File: src/rtl/key_evt_pkg.sv
// Shared types and 50 MHz timing constants for the key event decoder.
package key_evt_pkg;

  typedef enum logic [2:0] {
    ST_IDLE      = 3'd0,
    ST_PRESS1    = 3'd1,
    ST_WAIT_GAP  = 3'd2,
    ST_PRESS2    = 3'd3,
    ST_LONG_HELD = 3'd4
  } key_state_e;

  localparam int KEY_LONG_CYCLES_50M = 50_000_000;
  localparam int KEY_GAP_CYCLES_50M  = 15_000_000;

endpackage

File: src/rtl/key_event_decoder.sv
// Turns debounced press/release pulses into short/long/double-click events.
// Double-click detection (WAIT_GAP/PRESS2) is built only when KEY_EVT_DCLICK_EN is defined.
module key_event_decoder
  import key_evt_pkg::*;
#(
  parameter int LONG_CYCLES = KEY_LONG_CYCLES_50M,
  parameter int GAP_CYCLES  = KEY_GAP_CYCLES_50M,
  parameter int CNT_W       = $clog2(((LONG_CYCLES > GAP_CYCLES) ? LONG_CYCLES : GAP_CYCLES) + 1)
) (
  input  logic clk,
  input  logic rst,
  input  logic key_press,
  input  logic key_release,
  output logic short_press,
  output logic long_press,
  output logic double_click,
  output logic long_hold,
  output logic busy
);

  localparam logic [CNT_W-1:0] LONG_LAST = CNT_W'(LONG_CYCLES - 1);
`ifdef KEY_EVT_DCLICK_EN
  localparam logic [CNT_W-1:0] GAP_LAST  = CNT_W'(GAP_CYCLES - 1);
`endif

  key_state_e       state_q, state_d;
  logic [CNT_W-1:0] cnt_q, cnt_d;
  logic             short_q, short_d;
  logic             long_q, long_d;
  logic             dclick_q, dclick_d;
  logic             hold_q, busy_q;
  logic             press_s;

  // A simultaneous press and release counts as a release only.
  assign press_s = key_press & ~key_release;

  always_comb begin
    state_d  = state_q;
    short_d  = 1'b0;
    long_d   = 1'b0;
    dclick_d = 1'b0;
    case (state_q)
      ST_IDLE: begin
        if (press_s) state_d = ST_PRESS1;
        else         state_d = ST_IDLE;
      end
      ST_PRESS1: begin
        if (key_release) begin
`ifdef KEY_EVT_DCLICK_EN
          state_d = ST_WAIT_GAP;
`else
          state_d = ST_IDLE;
          short_d = 1'b1;
`endif
        end else if (cnt_q == LONG_LAST) begin
          state_d = ST_LONG_HELD;
          long_d  = 1'b1;
        end else begin
          state_d = ST_PRESS1;
        end
      end
`ifdef KEY_EVT_DCLICK_EN
      ST_WAIT_GAP: begin
        if (press_s) begin
          state_d = ST_PRESS2;
        end else if (cnt_q == GAP_LAST) begin
          state_d = ST_IDLE;
          short_d = 1'b1;
        end else begin
          state_d = ST_WAIT_GAP;
        end
      end
      ST_PRESS2: begin
        if (key_release) begin
          state_d  = ST_IDLE;
          dclick_d = 1'b1;
        end else if (cnt_q == LONG_LAST) begin
          state_d = ST_LONG_HELD;
          long_d  = 1'b1;
        end else begin
          state_d = ST_PRESS2;
        end
      end
`endif
      ST_LONG_HELD: begin
        if (key_release) state_d = ST_IDLE;
        else             state_d = ST_LONG_HELD;
      end
      default: state_d = ST_IDLE;
    endcase
  end

  // Timer only runs in timed states, so it never grows past its terminal value.
  always_comb begin
    cnt_d = '0;
    if (state_d != state_q || state_q == ST_IDLE || state_q == ST_LONG_HELD) begin
      cnt_d = '0;
    end else begin
      cnt_d = cnt_q + CNT_W'(1);
    end
  end

  always_ff @(posedge clk or posedge rst) begin
    if (rst) begin
      state_q  <= ST_IDLE;
      cnt_q    <= '0;
      short_q  <= 1'b0;
      long_q   <= 1'b0;
      dclick_q <= 1'b0;
      hold_q   <= 1'b0;
      busy_q   <= 1'b0;
    end else begin
      state_q  <= state_d;
      cnt_q    <= cnt_d;
      short_q  <= short_d;
      long_q   <= long_d;
      dclick_q <= dclick_d;
      hold_q   <= (state_d == ST_LONG_HELD);
      busy_q   <= (state_d != ST_IDLE);
    end
  end

  assign short_press  = short_q;
  assign long_press   = long_q;
  assign double_click = dclick_q;
  assign long_hold    = hold_q;
  assign busy         = busy_q;

endmodule

File: config.mk
export PLATFORM = sky130hd
export DESIGN_NAME = key_event_decoder
export DESIGN_NICKNAME = d
export VERILOG_FILES = /design/src/rtl/key_evt_pkg.sv /design/src/rtl/key_event_decoder.sv
export SDC_FILE = /design/constraint.sdc
export NUM_CORES = 1
export LEC_CHECK = 0
export BUFFER_PORTS_ARGS = -buffer_cell sky130_fd_sc_hd__buf_2
export CAP_MARGIN = 20
export CELL_PAD_IN_SITES_DETAIL_PLACEMENT = 1
export CELL_PAD_IN_SITES_GLOBAL_PLACEMENT = 2
export CORE_MARGIN = 3
export CORE_UTILIZATION = 38
export CTS_CLUSTER_DIAMETER = 200
export DETAILED_ROUTE_END_ITERATION = 8
export PLACE_DENSITY = 0.82
export SYNTH_ARGS = -nofsm -noshare
export SYNTH_HDL_FRONTEND = slang
export SYNTH_SLANG_ARGS = --single-unit
File: constraint.sdc
create_clock -name clk -period 2.1 [get_ports clk]
set_clock_uncertainty 0.15 [all_clocks]
set_input_delay 0.105 -clock clk [delete_from_list [all_inputs] [get_ports clk]]
set_output_delay 0.105 -clock clk [all_outputs]
set_load 0.02 [all_outputs]
== Word level (Yosys, flattened, before mapping) ==
Index checks and enable logic that the tools add are counted.

* $add $sub $neg: 1
* Multiply operators: 0
* Div/mod/pow operators: 0
* $lt $le $gt $ge: 0
* Eq/ne operators: 5
* Shifts and indexed selects: 0
* Mux-type cells: 11
* Bitwise logic cells: 2
* Reductions and logical operators: 4

{| class="wikitable"
|+ Operators by type and width
! kind !! count
|-
| $add A26 B1 Y26 const B || 1
|-
| $eq A26 B26 Y1 const B || 1
|-
| $mux W26 || 1
|-
| $mux W3 || 3
|-
| $pmux W3 S3 || 1
|-
| $eq A3 B3 Y1 const B || 2
|-
| $mux W1 || 6
|-
| $eq A3 B1 Y1 const B || 1
|-
| $logic_not A3 Y1 || 1
|-
| $ne A3 B3 Y1 || 1
|-
| $reduce_bool A3 Y1 || 1
|-
| $logic_or A1 B1 Y1 || 2
|-
| $and A1 B1 Y1 || 1
|-
| $not A1 Y1 || 1
|}

* Bits in registers: 33
* Latch bits: 0
* Memory bits (writable): 0
* Memory bits (read-only): 0
* Output and inout port bits: 5
* Memories: 0

== Depth between registers and ports, before layout ==
* Word-level depth: 8
* Gate-level depth with buffers: 6

== Worst setup path before layout ==
No wires, ideal clock.

* Kind: register -> register
* From: register cnt_q[7]
* To: register cnt_q[22]
* Setup time: 130 ps
* Arrival time: 1566 ps
* Required time: 1820 ps
* Slack: 254 ps
* Stages on the path, launching flop included: 6
* Period minus slack after synthesis: 1846 ps
* Path through: dfrtp_1 or4_1 nor4_2 a31o_2 buf_6 a21oi_1

* Longest elaborated chain between the ends: 8
* Elaborated cells on any way between the ends: 9
* Those cells by class: add/sub: 1; eq/ne: 2; mux: 4; reduce/logical: 2

{| class="wikitable"
|+ Ends and longest elaborated chain
! element !! RTL line !! RTL
|-
| start: declaration || key_event_decoder.sv:27 || <nowiki>logic [CNT_W-1:0] cnt_q, cnt_d;</nowiki>
|-
| start signal: assignment || key_event_decoder.sv:114 || <nowiki>cnt_q <= cnt_d;</nowiki>
|-
| $eq A26 B26 Y1 || key_event_decoder.sv:55 || <nowiki>end else if (cnt_q == LONG_LAST) begin</nowiki>
|-
| $mux W3 || key_event_decoder.sv:55 ||
|-
| $mux W3 || key_event_decoder.sv:48 || <nowiki>if (key_release) begin</nowiki>
|-
| $pmux W3 S3 || key_event_decoder.sv:42 || <nowiki>case (state_q)</nowiki>
|-
| $ne A3 B3 Y1 || key_event_decoder.sv:96 || <nowiki>if (state_d != state_q || state_q == ST_IDLE || state_q == ST_LONG_HELD) begin</nowiki>
|-
| $logic_or A1 B1 Y1 (2 in series) || key_event_decoder.sv:96 ||
|-
| $mux W26 (*) || key_event_decoder.sv:96 ||
|-
| via cnt_d[22] || key_event_decoder.sv:27 ||
|}

The timed path passes the listed nets; every way through them passes the cells marked *.

== Worst setup path in the final report ==
* From: register cnt_q[0]
* To: register cnt_q[22]

Same word-level chain as after synthesis.

==> metrics.txt <==
Initial DRT Pass Iterations=4; Congestion Overflow GR=0; core box area=3850 um^2; post-synthesis async set-or-reset flop share=100%; Worst Path Max Fanout=7; final setup violation count=0; CP arrival=about 2000 ps; die area=5030 um^2; largest net degree at the start of global routing=33; final-stage net count=between 150 and 200; die height=a little over 70 um; fin util=48.1%; Fill cells=450; Antenna Cells=0; post-place instance area=1710 um^2; Critical Path Sink=cnt_q[22]; clk root buf=clkbuf_8; H-tree depth=2; Final Wtd Congestion=0.817; Power Density=630 nW/um^2; clock transition at the registers of the reported paths=60 ps; reg2reg start=cnt_q[0]; Worst-Skew Late Latency=280 ps; max-slew violation count=0; Via density=5.68; area share of the largest cell type after synthesis=50.0%; worst setup path startpoint=cnt_q[0]; CP max stage cell=or4_1; Yosys cell types=33; synthesized net count=roughly 170; synth top area cells=dfrtp_1 (50%), a21oi_1 (4.7%), or4_1 (4.7%); Final Cell Area=1850 um^2; worst path bufs/invs=0; VDD IR max=0.000364 V; FF-to-FF path depth=5; CP Capture Type=flip-flop; GRT Overall Usage=16.4%; Initial DRC Count=48; final hold vios=0; Inserted Clock Buffers=5; CTS tree=built; startpoint types=flip-flop; Starting Density=between 40% and 50%; P_leak=0.735 nW; share of layout cells above drive strength 1=14.7%; total wire length=between 3 and 4 mm; register area share after synthesis=~50%; Post-Syn Area=roughly 1600 um^2; Avg Synthesized Cell Area=around 9.9 um^2; Buffers on Ports=7; Syn Inst Count=162; EDFF count, synth=0; Top delay family on crit path=simple AND/OR/NAND/NOR gates; initial antenna violation count=0; Largest stage delay, worst path=around 470 ps; first-pass GRT wire length=6.53 mm; critical-path cell list=ha_1, and4_4, nand4_1, or4_1, a21oi_1; status=finished clean; period utilization=94.4%; Reg2Reg Setup Slack=120 ps; WL/cell=between 15 and 20 um; area added between synthesis and finish=15.7%; I/O Pins=9; Site Rows=22; fmax=0.504 GHz; Die X=70.9 um; detailed placement HPWL=2.63 mm; number of global-route vias before repair=1337; Crit Reg-Reg Endpoint=cnt_q[22]; ys flop type=dfrtp_1; WS Path Type=flip-flop to flip-flop; WP depth=5; leading area contributor after synthesis=dfrtp_1; Ys Warns=0; CTS sink cnt=32; Hold WC Path Type=input pin to async pin; final period demand of the worst path=1980 ps; antenna viol nets, final=0; DRC violation count after routing=0; number of max-cap violations=0; Pwr Total=1.17 mW; vias=between 1000 and 1500; clk buf depth=2; synthesized flop and latch total=32; worst path required time=2160 ps
per-stage QoR:
step / instances / hold WS [ps] / setup slack (ps) / setup TNS, ps
2_1_floorplan: 162 / 18.1 / 254 / 0
4_1_cts: 230 / 313 / 49.2 / 0
5_1_grt: 232 / 381 / -30.7 / -30.7
3_3_place_gp: 219 / 58.5 / 146 / 0
6_report: 232 / 308 / 117 / 0
3_5_place_dp: 219 / 70.8 / 65.8 / 0
report_power, final:
part	internal, mW	switching [mW]	total [mW]
clock	0.267	0.225	0.492
sequential	0.621	0.00342	0.625
combinational	0.0175	0.0328	0.0503
total	0.906	0.261	1.17
worst min-delay path: stages:
cell	delay, ps
dlygate4sd3_1	530
buf_2	120
inv_1	40
buf_4	370
layout make-up:
class | instances | area [um^2] | share of cell area, %
Sequential cell | 32 | 801 | 43.2
Multi-Input combinational cell | 120 | 754 | 40.7
Timing Repair Buffer | 18 | 125 | 6.75
Clock buffer | 8 | 90.1 | 4.86
Tap cell | 48 | 60.1 | 3.24
Inverter | 6 | 22.5 | 1.22
logic make-up (layout without fill, tap and decap cells):
family | after synthesis | after routing | synth area share, %
flops | 32 | 32 | 50.0
compound gates | 32 | 32 | 11.6
other cells | 1 | 1 | 0.234
fa+ha+maj | 1 | 1 | 0.781
simple gates | 76 | 76 | 28.4
xor+xnor | 10 | 10 | 5.47
buf+inv | 10 | 32 | 3.52
flip-flops by register name, summed over array words and instances (netlist names):
| name | flops |
|---|---|
| busy | 1 |
| cnt_q | 26 |
| long_hold | 1 |
| long_press | 1 |
| short_press | 1 |
| state_q | 2 |
routing by layer:
layer	vias up	GRT usage (%)	wire length, um	share of wire [%]
li1	640	-	-	-
met1	653	21.0	1700	45
met2	17	26.4	1870	50
met3	8	3.98	111	3.0
met4	0	7.10	61	1.6
met5	-	0	0	0
Yosys cell counts, drive strengths merged, types with 3 or more instances:
| cell | instances |
|---|---|
| and4 | 7 |
| or4 | 10 |
| a21oi | 15 |
| and2 | 3 |
| nand4 | 5 |
| buf | 3 |
| nand2 | 9 |
| inv | 6 |
| nor2 | 14 |
| o31ai | 9 |
| xnor2 | 5 |
| o21ai | 7 |
| or3 | 5 |
| xor2 | 5 |
| dfrtp | 32 |
| nand3 | 10 |
cell usage in the layout, fill, tap and decap left out, types with 6 or more instances in the layout:
cell and count:
or4_1 10, and4_1 6, inv_1 6, o31ai_1 9
dfrtp_1 32, nand3_1 9, clkbuf_8 6, nand2_1 9
o21ai_0 7, buf_4 8, nor2_1 14, buf_2 7
a21oi_1 15
how the worst min path moves through the flow:
| stage | slack [ps] | start | cells past startpoint | end |
|---|---|---|---|---|
| after floorplan | 20 | key_release | 1 | busy |
| after global placement | 60 | rst | 3 | long_press |
| after detailed placement | 70 | rst | 3 | short_press |
| after CTS | 310 | rst | 4 | cnt_q[10] |
| after global routing | 380 | rst | 4 | cnt_q[9] |
| final | 310 | rst | 4 | long_press |
timing repair:
action / 4_1_cts / 5_1_grt
setup buffers: 0 / 2
hold endpoints to repair: 37 / 0
gates resized for setup: 0 / 3
setup endpoints to repair: 0 / 5
hold buffers: 3 / 0
Note: power is estimated with default switching activity, not from simulation.
